`src/rtl/vga_seq_pkg.sv`:
```
// Shared timing defaults, region encoding and the envelope helper for the
// VGA beam sequencer.
package vga_seq_pkg;

  localparam int POS_W = 10;

  localparam int H_DISPLAY_DEF = 640;
  localparam int H_FRONT_DEF   = 16;
  localparam int H_SYNC_DEF    = 96;
  localparam int H_BACK_DEF    = 48;
  localparam int H_TOTAL       = H_DISPLAY_DEF + H_FRONT_DEF + H_SYNC_DEF + H_BACK_DEF;

  localparam int V_DISPLAY_DEF = 480;
  localparam int V_FRONT_DEF   = 10;
  localparam int V_SYNC_DEF    = 2;
  localparam int V_BACK_DEF    = 33;
  localparam int V_TOTAL       = V_DISPLAY_DEF + V_FRONT_DEF + V_SYNC_DEF + V_BACK_DEF;

  localparam int FRAME_W_DEF   = 12;

  typedef enum logic [1:0] {
    REG_ACTIVE = 2'd0,
    REG_FRONT  = 2'd1,
    REG_SYNC   = 2'd2,
    REG_BACK   = 2'd3
  } region_t;

  // Decaying ramp: 31 at the start of each 16-frame beat, down to 1.
  function automatic logic [4:0] envelope_of(input logic [3:0] n);
    return 5'd31 - {n, 1'b0};
  endfunction

endpackage

```
`src/rtl/sync_axis_counter.sv`:
```
// One timing axis (horizontal or vertical): position counter, region FSM and
// registered sync/active flags aligned with the registered position.
module sync_axis_counter
  import vga_seq_pkg::*;
#(
  parameter int DISPLAY = 640,
  parameter int FRONT   = 16,
  parameter int SYNC    = 96,
  parameter int BACK    = 48
) (
  input  logic             clk,
  input  logic             rst_n,
  input  logic             advance,
  output logic [POS_W-1:0] pos,
  output region_t          region,
  output logic             sync_n,
  output logic             active,
  output logic             wrap
);

  localparam int TOTAL = DISPLAY + FRONT + SYNC + BACK;
  localparam logic [POS_W-1:0] LAST     = POS_W'(TOTAL - 1);
  localparam logic [POS_W-1:0] FRONT_AT = POS_W'(DISPLAY);
  localparam logic [POS_W-1:0] SYNC_AT  = POS_W'(DISPLAY + FRONT);
  localparam logic [POS_W-1:0] BACK_AT  = POS_W'(DISPLAY + FRONT + SYNC);

  logic [POS_W-1:0] pos_next;
  region_t          region_next;

  // Combinational so the next axis (or frame logic) sees the edge in the same cycle.
  assign wrap = advance && (pos == LAST);

  always_comb begin
    pos_next = pos;
    if (wrap)
      pos_next = '0;
    else if (advance)
      pos_next = pos + POS_W'(1);
  end

  always_comb begin
    region_next = region;
    case (region)
      REG_ACTIVE: if (pos_next == FRONT_AT) region_next = REG_FRONT;
      REG_FRONT:  if (pos_next == SYNC_AT)  region_next = REG_SYNC;
      REG_SYNC:   if (pos_next == BACK_AT)  region_next = REG_BACK;
      REG_BACK:   if (wrap)                 region_next = REG_ACTIVE;
      default:    region_next = region;
    endcase
  end

  // Flags are derived from the next region so they line up with pos.
  always_ff @(posedge clk or negedge rst_n) begin
    if (!rst_n) begin
      pos    <= LAST;
      region <= REG_BACK;
      sync_n <= 1'b1;
      active <= 1'b0;
    end else begin
      pos    <= pos_next;
      region <= region_next;
      sync_n <= (region_next != REG_SYNC);
      active <= (region_next == REG_ACTIVE);
    end
  end

endmodule

```
`src/rtl/vga_beam_sequencer.sv`:
```
// 640x480@60 VGA timing plus demo frame/part/beat sequencing.
// Optional PART_OVERRIDE_EN adds part_force/part_sel, latched per frame.
module vga_beam_sequencer
  import vga_seq_pkg::*;
#(
  parameter int H_DISPLAY = vga_seq_pkg::H_DISPLAY_DEF,
  parameter int H_FRONT   = vga_seq_pkg::H_FRONT_DEF,
  parameter int H_SYNC    = vga_seq_pkg::H_SYNC_DEF,
  parameter int H_BACK    = vga_seq_pkg::H_BACK_DEF,
  parameter int V_DISPLAY = vga_seq_pkg::V_DISPLAY_DEF,
  parameter int V_FRONT   = vga_seq_pkg::V_FRONT_DEF,
  parameter int V_SYNC    = vga_seq_pkg::V_SYNC_DEF,
  parameter int V_BACK    = vga_seq_pkg::V_BACK_DEF,
  parameter int FRAME_W   = vga_seq_pkg::FRAME_W_DEF
) (
  input  logic               clk,
  input  logic               rst_n,
  input  logic               run,
  output logic [9:0]         hpos,
  output logic [9:0]         vpos,
  output logic               hsync,
  output logic               vsync,
  output logic               display_on,
  output logic               line_start,
  output logic               frame_start,
  output logic [FRAME_W-1:0] frame_counter,
  output logic [2:0]         part,
  output logic [1:0]         beat_phase,
  output logic [4:0]         envelope
`ifdef PART_OVERRIDE_EN
  ,
  input  logic               part_force,
  input  logic [2:0]         part_sel
`endif
);

  logic    h_wrap, v_wrap, h_active, v_active, first_frame;
  region_t h_region, v_region;
  logic    unused_regions;

  assign unused_regions = ^{h_region, v_region};

  sync_axis_counter #(
    .DISPLAY(H_DISPLAY), .FRONT(H_FRONT), .SYNC(H_SYNC), .BACK(H_BACK)
  ) u_h_axis (
    .clk(clk), .rst_n(rst_n), .advance(1'b1), .pos(hpos), .region(h_region),
    .sync_n(hsync), .active(h_active), .wrap(h_wrap)
  );

  sync_axis_counter #(
    .DISPLAY(V_DISPLAY), .FRONT(V_FRONT), .SYNC(V_SYNC), .BACK(V_BACK)
  ) u_v_axis (
    .clk(clk), .rst_n(rst_n), .advance(h_wrap), .pos(vpos), .region(v_region),
    .sync_n(vsync), .active(v_active), .wrap(v_wrap)
  );

  // Both terms are flops aligned to hpos/vpos, so no extra stage is needed.
  assign display_on = h_active & v_active;

  always_ff @(posedge clk or negedge rst_n) begin
    if (!rst_n) begin
      line_start    <= 1'b0;
      frame_start   <= 1'b0;
      first_frame   <= 1'b1;
      frame_counter <= '0;
    end else begin
      line_start  <= h_wrap;
      frame_start <= v_wrap;
      if (v_wrap) begin
        first_frame <= 1'b0;
        if (run && !first_frame)
          frame_counter <= frame_counter + {{(FRAME_W-1){1'b0}}, 1'b1};
      end
    end
  end

`ifdef PART_OVERRIDE_EN
  logic       force_q;
  logic [2:0] sel_q;

  always_ff @(posedge clk or negedge rst_n) begin
    if (!rst_n) begin
      force_q <= 1'b0;
      sel_q   <= 3'd0;
    end else if (v_wrap) begin
      force_q <= part_force;
      sel_q   <= part_sel;
    end
  end

  assign part = force_q ? sel_q : frame_counter[9:7];
`else
  assign part = frame_counter[9:7];
`endif

  assign beat_phase = frame_counter[5:4];
  assign envelope   = envelope_of(frame_counter[3:0]);

endmodule
```
`config.mk`:
```
export PLATFORM = sky130hd
export DESIGN_NAME = vga_beam_sequencer
export DESIGN_NICKNAME = d
export VERILOG_FILES = /design/src/rtl/vga_seq_pkg.sv /design/src/rtl/sync_axis_counter.sv /design/src/rtl/vga_beam_sequencer.sv
export SDC_FILE = /design/constraint.sdc
export NUM_CORES = 1
export LEC_CHECK = 0
export BUFFER_PORTS_ARGS = -buffer_cell sky130_fd_sc_hd__clkbuf_2
export CAP_MARGIN = 20
export CORE_UTILIZATION = 50
export CTS_CLUSTER_SIZE = 24
export DETAILED_ROUTE_END_ITERATION = 12
export GPL_TIMING_DRIVEN = 0
export PLACE_DENSITY = 0.8
export SLEW_MARGIN = 20
export SYNTH_ARGS = -nofsm -noshare
export SYNTH_HDL_FRONTEND = slang
export SYNTH_SLANG_ARGS = --single-unit
```
`constraint.sdc`:
```
create_clock -name clk -period 2.85 [get_ports clk]
set_input_delay 0.285 -clock clk [delete_from_list [all_inputs] [get_ports clk]]
set_output_delay 0.285 -clock clk [all_outputs]
set_load 0.05 [all_outputs]
```
==> run_results.csv, run 1 <==
group,metric,value,unit
status,violations,"negative hold slack",
synthesis,synth.area.mux_share,0.460,%
drt,avgViaCountPerCell,5.50,
place,place_area,2480,µm²
grt,gr-usage-all-layers,21.7,%
finish,nNetsFinal,279,
pwr,pwr-share-seq,54.3,%
synthesis,synth_edf_count,0,
grt,grt_pass1_vias,1569,
synthesis,post_synth_most_frequent_cells,"dfrtp_1, nand2_1, dfstp_2",
pwr,p_sw_share,20.3,%
sta,slew_viol_final,0,
pwr,p_clk_share,42.6,%
min_path,hold_class,"input port to asynchronous set/reset pin",
synthesis,synthArstFlopShare,100,%
finish,stdcell_area,2630,µm²
worst_setup_path,r2r_cells,6,
floorplanning,die_area,4620,µm²
run,max_cap_viol_count,0,
floorplanning,chipWidth,68.0,µm
grt,grt_start_max_net_pins,44,
floorplanning,start_util,53.3,%
synthesis,seq_area_frac_synth,50.4,%
pwr,internal_power,0.000902,W
synthesis,synthMostInstantiatedCell,"dfrtp_1",
clocking,cts.sink_count,43,
synthesis,netlist-cell-type-count,45,
pwr,combPwrFrac,3.1,%
worst_setup_path,reg2reg_to,"u_v_axis.active",
clocking,cts_buffer_depth,2,
synthesis,synth_top_area_share,29.9,%
worst_setup_path,reg2reg_from,"u_v_axis.pos[4]",
worst_setup_path,cp-start-kind,"flop",
synthesis,yosysTopAreaCell,"dfrtp_1",
pwr,power.density,429,nW/µm²
place,finalWeightedCongestion,0.843,
clocking,root_buffer,"clkbuf_8",
synthesis,synth-adder-area-share,2.87,%
worst_setup_path,path_max_fanout,9,
sta,hold_ws,-0.0344,ns
floorplanning,coreArea,4090,µm²
pwr,p_leak,1.19,nW
drt,wire_per_inst,14.0,µm
synthesis,yosys_warnings,0,
worst_setup_path,crit_type,"flop to flop",
drt,firstDrtPassIters,4,
synthesis,synth-xor-area-share,9.65,%
sta,worst_pin_slew,0.560,ns
synthesis,syn-cell-area,2180,µm²
drt,drc,0,
clocking,cts_hold_buf,0,
status,status,"finished, violations left",
clocking,clk_pin_slew,0.08,ns
synthesis,synth_top_family_by_area,"simple AND/OR/NAND/NOR gates",
worst_setup_path,end_kind,"flop",
synthesis,ys_top_cells_by_area,"dfrtp_1, dfstp_2, xnor2_1",
place,port_buffers,48,
floorplanning,die_y,68.0,µm
synthesis,ys_ff_latch,43,
synthesis,synth_compound_area_share,8.10,%
finish,multi_input_area,993,µm²
worst_setup_path,required,3.03,ns
sta,max_freq,363,MHz
clocking,cts-htree-levels,2,
pwr,max-vdd-ir-drop,0.000315,V
drt,antenna_left,0,
grt,overflow,0,
finish,n_antenna_cell,0,
finish,area_delta_synth_final,20.9,%
sta,skew,0.0102,ns
sta,setup_violations,0,
sta,fin_crit_sh,96.5,%
sta,period_needed,2.75,ns
grt,grt_pass1_wl,7.29,mm
pwr,power.switching,0.000229,W
drt,vias,1772,
finish,final_cells,322,
synthesis,synth-main-ff-cell,"dfrtp_1",
floorplanning,fp-row-count,23,
synthesis,synthSimpleGateAreaFrac,23.4,%
finish,final-seq-area,1100,µm²
place,dpl.hpwl,3.18,mm
synthesis,syn_area_per_cell,10.1,µm²
drt,wl,4.51,mm
synthesis,syn-num-nets,223,
clocking,cts_buffers,5,
floorplanning,ios,50,
worst_setup_path,cp_data_arrival_time,2.94,ns
grt,antenna_found_initial,0,
sta,fin_setup_tns,0,ns
finish,drive_gt1_share,34.2,%
place,dp_cells,313,
drt,drtIter0Drc,116,
finish,fillCellCount,347,
clocking,cts_tree,"yes",
clocking,worst_skew_pair.late_latency,0.29,ns
worst_setup_path,r2r_slack,0.1,ns
pwr,power,0.00113,W
synthesis,synth_cells,215,
sta,hold_viol_final,26,
sta,slew_headroom,62.3,%
[sequential cells by signal, indices dropped and copies added, names as in the netlist]
name and count:
u_v_axis.active 1, line_start 1, u_v_axis.region 2, first_frame 1, u_h_axis.pos 10, u_v_axis.pos 10
frame_start 1, u_v_axis.sync_n 1, u_h_axis.region 2, frame_counter 12, u_h_axis.active 1, u_h_axis.sync_n 1
[worst max path at each step]
stage	start	slack (ns)	to
2_1_floorplan	u_h_axis.pos[0]	0.02	u_v_axis.active
3_3_place_gp	u_h_axis.pos[0]	-0.16	u_v_axis.active
3_5_place_dp	u_h_axis.pos[0]	-0.17	u_v_axis.active
4_1_cts	u_v_axis.pos[0]	0.02	u_v_axis.active
5_1_grt	u_h_axis.pos[0]	-0.01	u_v_axis.active
6_report	u_v_axis.pos[4]	0.1	u_v_axis.active
[routing by layer]
layer,vias to the layer above,track usage (%),wire [µm]
met4,0,10.9,85
met3,9,3.17,215
met1,856,30.0,1980
met5,-,0,0
li1,855,-,-
met2,52,33.1,2230
[power by group through the flow]
| stage | combinational (W) | clock [W] | sequential, W |
|---|---|---|---|
| 3_3_place_gp | 0.0000347 | 0 | 0.000625 |
| 2_1_floorplan | 0.0000131 | 0 | 0.000630 |
| 5_1_grt | 0.0000395 | 0.000520 | 0.000614 |
| 6_report | 0.0000350 | 0.000482 | 0.000614 |
| 4_1_cts | 0.0000353 | 0.000496 | 0.000614 |
| 3_5_place_dp | 0.0000353 | 0 | 0.000625 |
[critical path, stage by stage (launching register included)]
cell	delay (ns)
dfrtp_1	0.48
or3_4	0.42
or3_4	0.41
a221o_1	0.37
or3_1	0.32
a2111o_1	0.44
and3_1	0.20
[cell families after synthesis]
| logic type | after synthesis |
|---|---|
| AND/OR/NAND/NOR | 93 |
| buffers and inverters | 23 |
| adder cells (fa/ha/maj) | 5 |
| multiplexers | 1 |
| flip-flops | 43 |
| other | 1 |
| AO/OA/AOI/OAI | 25 |
| XOR/XNOR | 24 |
[repair_timing]
action | in CTS | in global routing
setup endpoints to repair | 3 | 4
buffers inserted | 0 | 1
resized for setup | 2 | 6
pin swaps | 0 | 4
[cell type report]
class	instances	area share, %
Buffer	9	2.23
Clock buffer	6	3.14
Clock inverter	2	1.33
Inverter	14	2.00
Multi-Input combinational cell	149	37.7
Sequential cell	43	41.7
Tap cell	50	2.38
Timing Repair Buffer	49	9.50
[per-stage QoR]
stage	util, %	setup slack, ns
after floorplan	-	0.0246
after global placement	60.7	-0.162
after detailed placement	60.7	-0.166
after CTS	63.8	0.0202
after global routing	64.5	-0.0142
final	64.5	0.0987
[cells in the final DEF, fill, tap and decap left out, types with 6 or more instances in the layout]
| cell | Yosys | layout |
|---|---|---|
| clkbuf_2 | 0 | 48 |
| dfrtp_1 | 26 | 25 |
| nand2_1 | 21 | 21 |
| dfstp_2 | 17 | 17 |
| xnor2_1 | 16 | 16 |
| nand3_1 | 15 | 14 |
| inv_1 | 14 | 13 |
| nor2_1 | 12 | 12 |
| xor2_1 | 8 | 8 |
| buf_4 | 6 | 8 |
| nor3_1 | 8 | 7 |
| o21ai_0 | 7 | 7 |
| nand4_1 | 6 | 6 |
| clkbuf_8 | 0 | 6 |
(Power assumes the default switching activity.)
==> inputs of run 2 (changes only) <==
--- a/config.mk
+++ b/config.mk
@@ -7,11 +7,11 @@
 export LEC_CHECK = 0
 export BUFFER_PORTS_ARGS = -buffer_cell sky130_fd_sc_hd__clkbuf_2
 export CAP_MARGIN = 20
-export CORE_UTILIZATION = 50
+export CORE_UTILIZATION = 53
 export CTS_CLUSTER_SIZE = 24
 export DETAILED_ROUTE_END_ITERATION = 12
 export GPL_TIMING_DRIVEN = 0
-export PLACE_DENSITY = 0.8
+export PLACE_DENSITY = 0.84
 export SLEW_MARGIN = 20
 export SYNTH_ARGS = -nofsm -noshare
 export SYNTH_HDL_FRONTEND = slang
==> run_results.csv, run 2 (same netlist as run 1, synthesis figures left out) <==
group,metric,value,unit
status,status,"completed",
pwr,max-vdd-ir-drop,0.000299,V
grt,grt_pass1_vias,1640,
clocking,worst_skew_pair.late_latency,0.30,ns
grt,use_met3,5.17,%
sta,slew_headroom,40.3,%
worst_setup_path,crit_type,"flop to flop",
pwr,p_sw_share,22.2,%
finish,n_antenna_cell,0,
clocking,clk_pin_slew,0.08,ns
grt,antenna_found_initial,0,
run,max_cap_viol_count,0,
pwr,power.switching,0.000225,W
floorplanning,die_y,66.1,µm
finish,multi_input_area,992,µm²
pwr,combPwrFrac,3.4,%
drt,vias,1763,
pwr,p_clk_share,36.2,%
floorplanning,chipWidth,66.1,µm
grt,gr-usage-all-layers,23.2,%
finish,final-seq-area,1100,µm²
sta,rsz0062_at_grt,"no",
sta,skew,0.00869,ns
worst_setup_path,cp-start-kind,"flop",
finish,max_flop_register,"frame_counter",
sta,worst_pin_slew,0.895,ns
sta,hold_ws,0.110,ns
pwr,p_leak,1.18,nW
finish,area_delta_synth_final,19.5,%
drt,wl,4.47,mm
clocking,cts-htree-levels,2,
floorplanning,coreArea,3800,µm²
grt,overflow,0,
grt,grt_use_met1,28.9,%
clocking,root_buffer,"clkbuf_8",
grt,grt_pass1_wl,7.53,mm
worst_setup_path,path_max_fanout,6,
worst_setup_path,cp_data_arrival_time,2.92,ns
finish,nNetsFinal,280,
finish,largest_register_ff_count,12,
finish,fillCellCount,299,
finish,drive_gt1_share,33.7,%
floorplanning,ios,50,
pwr,power.density,390,nW/µm²
floorplanning,start_util,57.3,%
place,dp_cells,311,
drt,drc,0,
drt,antenna_left,0,
sta,fin_crit_sh,95.8,%
drt,drtIter0Drc,128,
clocking,cts.sink_count,43,
drt,firstDrtPassIters,4,
clocking,cts_tree,"yes",
pwr,internal_power,0.000790,W
finish,final_cell_mix,"clkbuf_2, dfrtp_1, nand2_1",
finish,final_common_cell,"clkbuf_2",
place,port_buffers,48,
sta,slew_viol_final,0,
sta,setup_violations,0,
floorplanning,fp-row-count,22,
drt,avgViaCountPerCell,5.49,
worst_setup_path,end_kind,"flop",
sta,period_needed,2.73,ns
min_path,hold_class,"input port to asynchronous set/reset pin",
sta,hold_viol_final,0,
worst_setup_path,required,3.04,ns
drt,wire_per_inst,13.9,µm
sta,max_freq,366,MHz
grt,use_met2,39.0,%
grt,grt_start_max_net_pins,44,
clocking,cts_buffers,5,
place,dpl.hpwl,3.22,mm
pwr,pwr-share-seq,60.5,%
clocking,cts_buffer_depth,2,
finish,reg_top3,"frame_counter: 12 flops, u_h_axis.pos: 10 flops, u_v_axis.pos: 10 flops",
finish,stdcell_area,2600,µm²
place,place_area,2480,µm²
place,finalWeightedCongestion,0.847,
finish,final_cells,321,
floorplanning,die_area,4370,µm²
grt,busiest_layer,"met2",
==> run 2: per-layer routing <==
metal	wire, µm	vias up	part of all wire (%)
li1	-	863	-
met1	2030	859	45
met2	2220	36	50
met3	155	5	3.5
met4	60	0	1.3
met5	0	-	0
==> run 2: path summary, 6_finish.rpt <==
path	start	depth (start not counted)	to	slack (ns)
setup reg to reg	u_v_axis.pos[0]	8	u_v_axis.active	0.12
hold / removal	rst_n	1	u_h_axis.pos[7]	0.11
max in group asynchronous	rst_n	1	u_v_axis.pos[0]	2.12
min in group clk	run	4	frame_counter[0]	0.38
hold reg to reg	frame_counter[11]	1	frame_counter[11]	0.47
setup / recovery	u_v_axis.pos[0]	8	u_v_axis.active	0.12
==> run 2: worst max-delay path, stage by stage, from the launching register on <==
cell and delay, ns:
dfrtp_2 0.46, inv_2 0.10, ha_1 0.17, nand4bb_1 0.17, or3_4 0.41, a221o_1 0.37
or3_1 0.31, a2111o_1 0.45, and3_1 0.21
==> run 2: cell type report <==
cell class / instances / area share, %
clock buffer: 7 / 2.93
sequential: 43 / 42.2
inverter: 14 / 2.02
timing repair buffer: 51 / 10.1
buffer: 8 / 2.16
multi-input combinational: 149 / 38.1
tap: 48 / 2.31
clock inverter: 1 / 0.192
==> run 2: power by group through the flow <==
stage | logic, W | clock network [W] | registers, W
2_1_floorplan | 0.0000131 | 0 | 0.000630
3_3_place_gp | 0.0000347 | 0 | 0.000625
3_5_place_dp | 0.0000351 | 0 | 0.000625
4_1_cts | 0.0000351 | 0.000375 | 0.000614
5_1_grt | 0.0000386 | 0.000406 | 0.000614
6_report | 0.0000341 | 0.000367 | 0.000614
==> run 2: timing repair <==
item                       4_1_cts  5_1_grt
cloned                           0        0
resized for setup                3        5
setup buffers                    1        2
setup endpoints to repair        4        2
hold buffers                     0        0
pin swaps                        1        3
==> run 2: metrics by stage <==
step,power (W),util (%),worst slack (ns),setup TNS [ns]
global placement,0.000659,65.3,-0.150,-0.150
detailed placement,0.000660,65.3,-0.215,-0.337
floorplan,0.000643,-,0.0246,0
CTS,0.00102,67.9,0.0203,0
global route,0.00106,68.5,0.00619,0
finish,0.00101,68.5,0.121,0
==> inputs of run 3 (changes only) <==
--- a/config.mk
+++ b/config.mk
@@ -7,7 +7,9 @@
 export LEC_CHECK = 0
 export BUFFER_PORTS_ARGS = -buffer_cell sky130_fd_sc_hd__clkbuf_2
 export CAP_MARGIN = 20
+export CORE_ASPECT_RATIO = 1.5
 export CORE_UTILIZATION = 53
+export CTS_BUF_LIST = sky130_fd_sc_hd__clkbuf_16
 export CTS_CLUSTER_SIZE = 24
 export DETAILED_ROUTE_END_ITERATION = 12
 export GPL_TIMING_DRIVEN = 0
==> run_results.csv, run 3 (same netlist as run 1, synthesis figures left out) <==
group,metric,value,unit
clocking,cts-htree-levels,2,
worst_setup_path,crit_type,"flop to flop",
min_path,hold_class,"input port to asynchronous set/reset pin",
clocking,cts_buffers,5,
clocking,cts.sink_count,43,
worst_setup_path,end_kind,"flop",
worst_setup_path,cp-start-kind,"flop",
sta,hold_viol_final,0,
drt,avgViaCountPerCell,5.63,
drt,wire_per_inst,14.2,µm
floorplanning,fp-row-count,28,
place,dpl.hpwl,3.17,mm
floorplanning,start_util,55.5,%
finish,reg_top3,"frame_counter: 12 flops, u_h_axis.pos: 10 flops, u_v_axis.pos: 10 flops",
clocking,root_buffer,"clkbuf_16",
drt,firstDrtPassIters,4,
floorplanning,ios,50,
worst_setup_path,r2r_cells,6,
sta,worst_pin_slew,0.910,ns
pwr,power,0.00120,W
floorplanning,die_y,80.5,µm
finish,largest_register_ff_count,12,
sta,slew_viol_final,0,
clocking,cts_buffer_depth,2,
clocking,cts_tree,"yes",
run,max_cap_viol_count,0,
pwr,p_leak,1.20,nW
pwr,power.density,450,nW/µm²
sta,fin_crit_sh,98.3,%
grt,antenna_found_initial,0,
grt,grt_pass1_wl,7.44,mm
drt,antenna_left,0,
floorplanning,coreArea,3920,µm²
finish,n_antenna_cell,0,
sta,setup_violations,0,
drt,vias,1802,
clocking,worst_skew_pair.late_latency,0.28,ns
grt,grt_start_max_net_pins,44,
drt,wl,4.55,mm
sta,hold_ws,0.133,ns
grt,gr-usage-all-layers,23.9,%
floorplanning,die_area,4380,µm²
worst_setup_path,slowest_stage,"dfrtp_1",
finish,final_cell_mix,"clkbuf_2, dfrtp_1, nand2_1",
floorplanning,chipWidth,54.3,µm
clocking,clk_pin_slew,0.06,ns
pwr,max-vdd-ir-drop,0.000552,V
worst_setup_path,cpPeakStageDelay,0.46,ns
finish,nNetsFinal,282,
worst_setup_path,cp_data_arrival_time,2.97,ns
drt,drtIter0Drc,114,
place,finalWeightedCongestion,0.813,
place,port_buffers,48,
worst_setup_path,crit_chain,"or3_4, or3_4, a221o_1, or3_1, a2111o_1, and3_1",
finish,fillCellCount,315,
worst_setup_path,path_max_fanout,6,
sta,max_freq,357,MHz
drt,drc,0,
worst_setup_path,required,3.01,ns
finish,final_common_cell,"clkbuf_2",
sta,slew_headroom,39.3,%
sta,period_needed,2.80,ns
finish,max_flop_register,"frame_counter",
grt,overflow,0,
finish,drive_gt1_share,34.9,%
status,status,"completed",
finish,area_delta_synth_final,22.6,%
sta,skew,0.00543,ns
worst_setup_path,crit_path_frequent_cell,"or3_4",
grt,grt_pass1_vias,1726,
-- run 3: cell types whose count changed in the layout (fill, tap and decap cells not counted), moves of 2 or more --
cell | previous run | this run
clkbuf_16 | 0 | 5
dfrtp_1 | 25 | 23
dfrtp_2 | 1 | 3
clkinvlp_4 | 0 | 2
clkbuf_8 | 5 | 0
-- run 3: area by class of cell --
class                   instances  area, µm²  share of cell area (%)
flip-flops and latches         43       1100                    41.2
multi-input cells             149        988                    37.0
repair buffers                 52        270                    10.1
clock buffers                   5        125                    4.68
plain buffers                   9       57.6                    2.15
well taps                      45       56.3                    2.11
inverters                      14       52.6                    1.97
clock inverters                 3       20.0                   0.749
-- run 3: timing repair --
action | CTS | global route
resized for setup | 3 | 5
hold endpoints to repair | 0 | 0
pin swaps | 0 | 3
setup buffers | 0 | 4
setup endpoints to repair | 4 | 4
hold buffers | 0 | 0
-- run 3: critical path: cells and delay by family, from the launching register on --
family	cells	cell delay, ns
AND/OR/NAND/NOR	4	1.39
AO/OA/AOI/OAI	2	0.83
flip-flops	1	0.46
-- run 3: per-layer routing --
layer  vias up  part of all wire, %  GRT usage [%]
li1        864                    -              -
met1       852                   41           27.5
met2        76                   52           39.1
met3        10                  5.9           5.87
met4         0                  1.5           12.6
met5         -                    0              0
-- run 3: final timing paths --
check | from | end | slack (ns)
min in group clk | run | frame_counter[0] | 0.38
setup / recovery | u_v_axis.pos[5] | u_v_axis.active | 0.05
max in group asynchronous | rst_n | u_v_axis.pos[1] | 2.09
hold / removal | rst_n | u_v_axis.pos[8] | 0.13
setup reg to reg | u_v_axis.pos[5] | u_v_axis.active | 0.05
hold reg to reg | frame_counter[11] | frame_counter[11] | 0.47
-- run 3: metrics by stage --
step           setup slack (ns)  utilization [%]  std cells  setup TNS, ns  instance area, µm²
2_1_floorplan            0.0246                -        215              0                2180
3_3_place_gp             -0.172             63.1        308         -0.247                2480
3_5_place_dp             -0.211             63.1        308         -0.363                2480
4_1_cts                  0.0262             67.2        316              0                2640
5_1_grt                 -0.0455             68.1        320        -0.0455                2670
6_report                 0.0485             68.1        320              0                2670
-- run 3: power by group --
group | internal (W) | switching (W)
registers | 0.000613 | 0.00000115
clock network | 0.000322 | 0.000232
logic | 0.00000562 | 0.0000286
total | 0.000941 | 0.000261
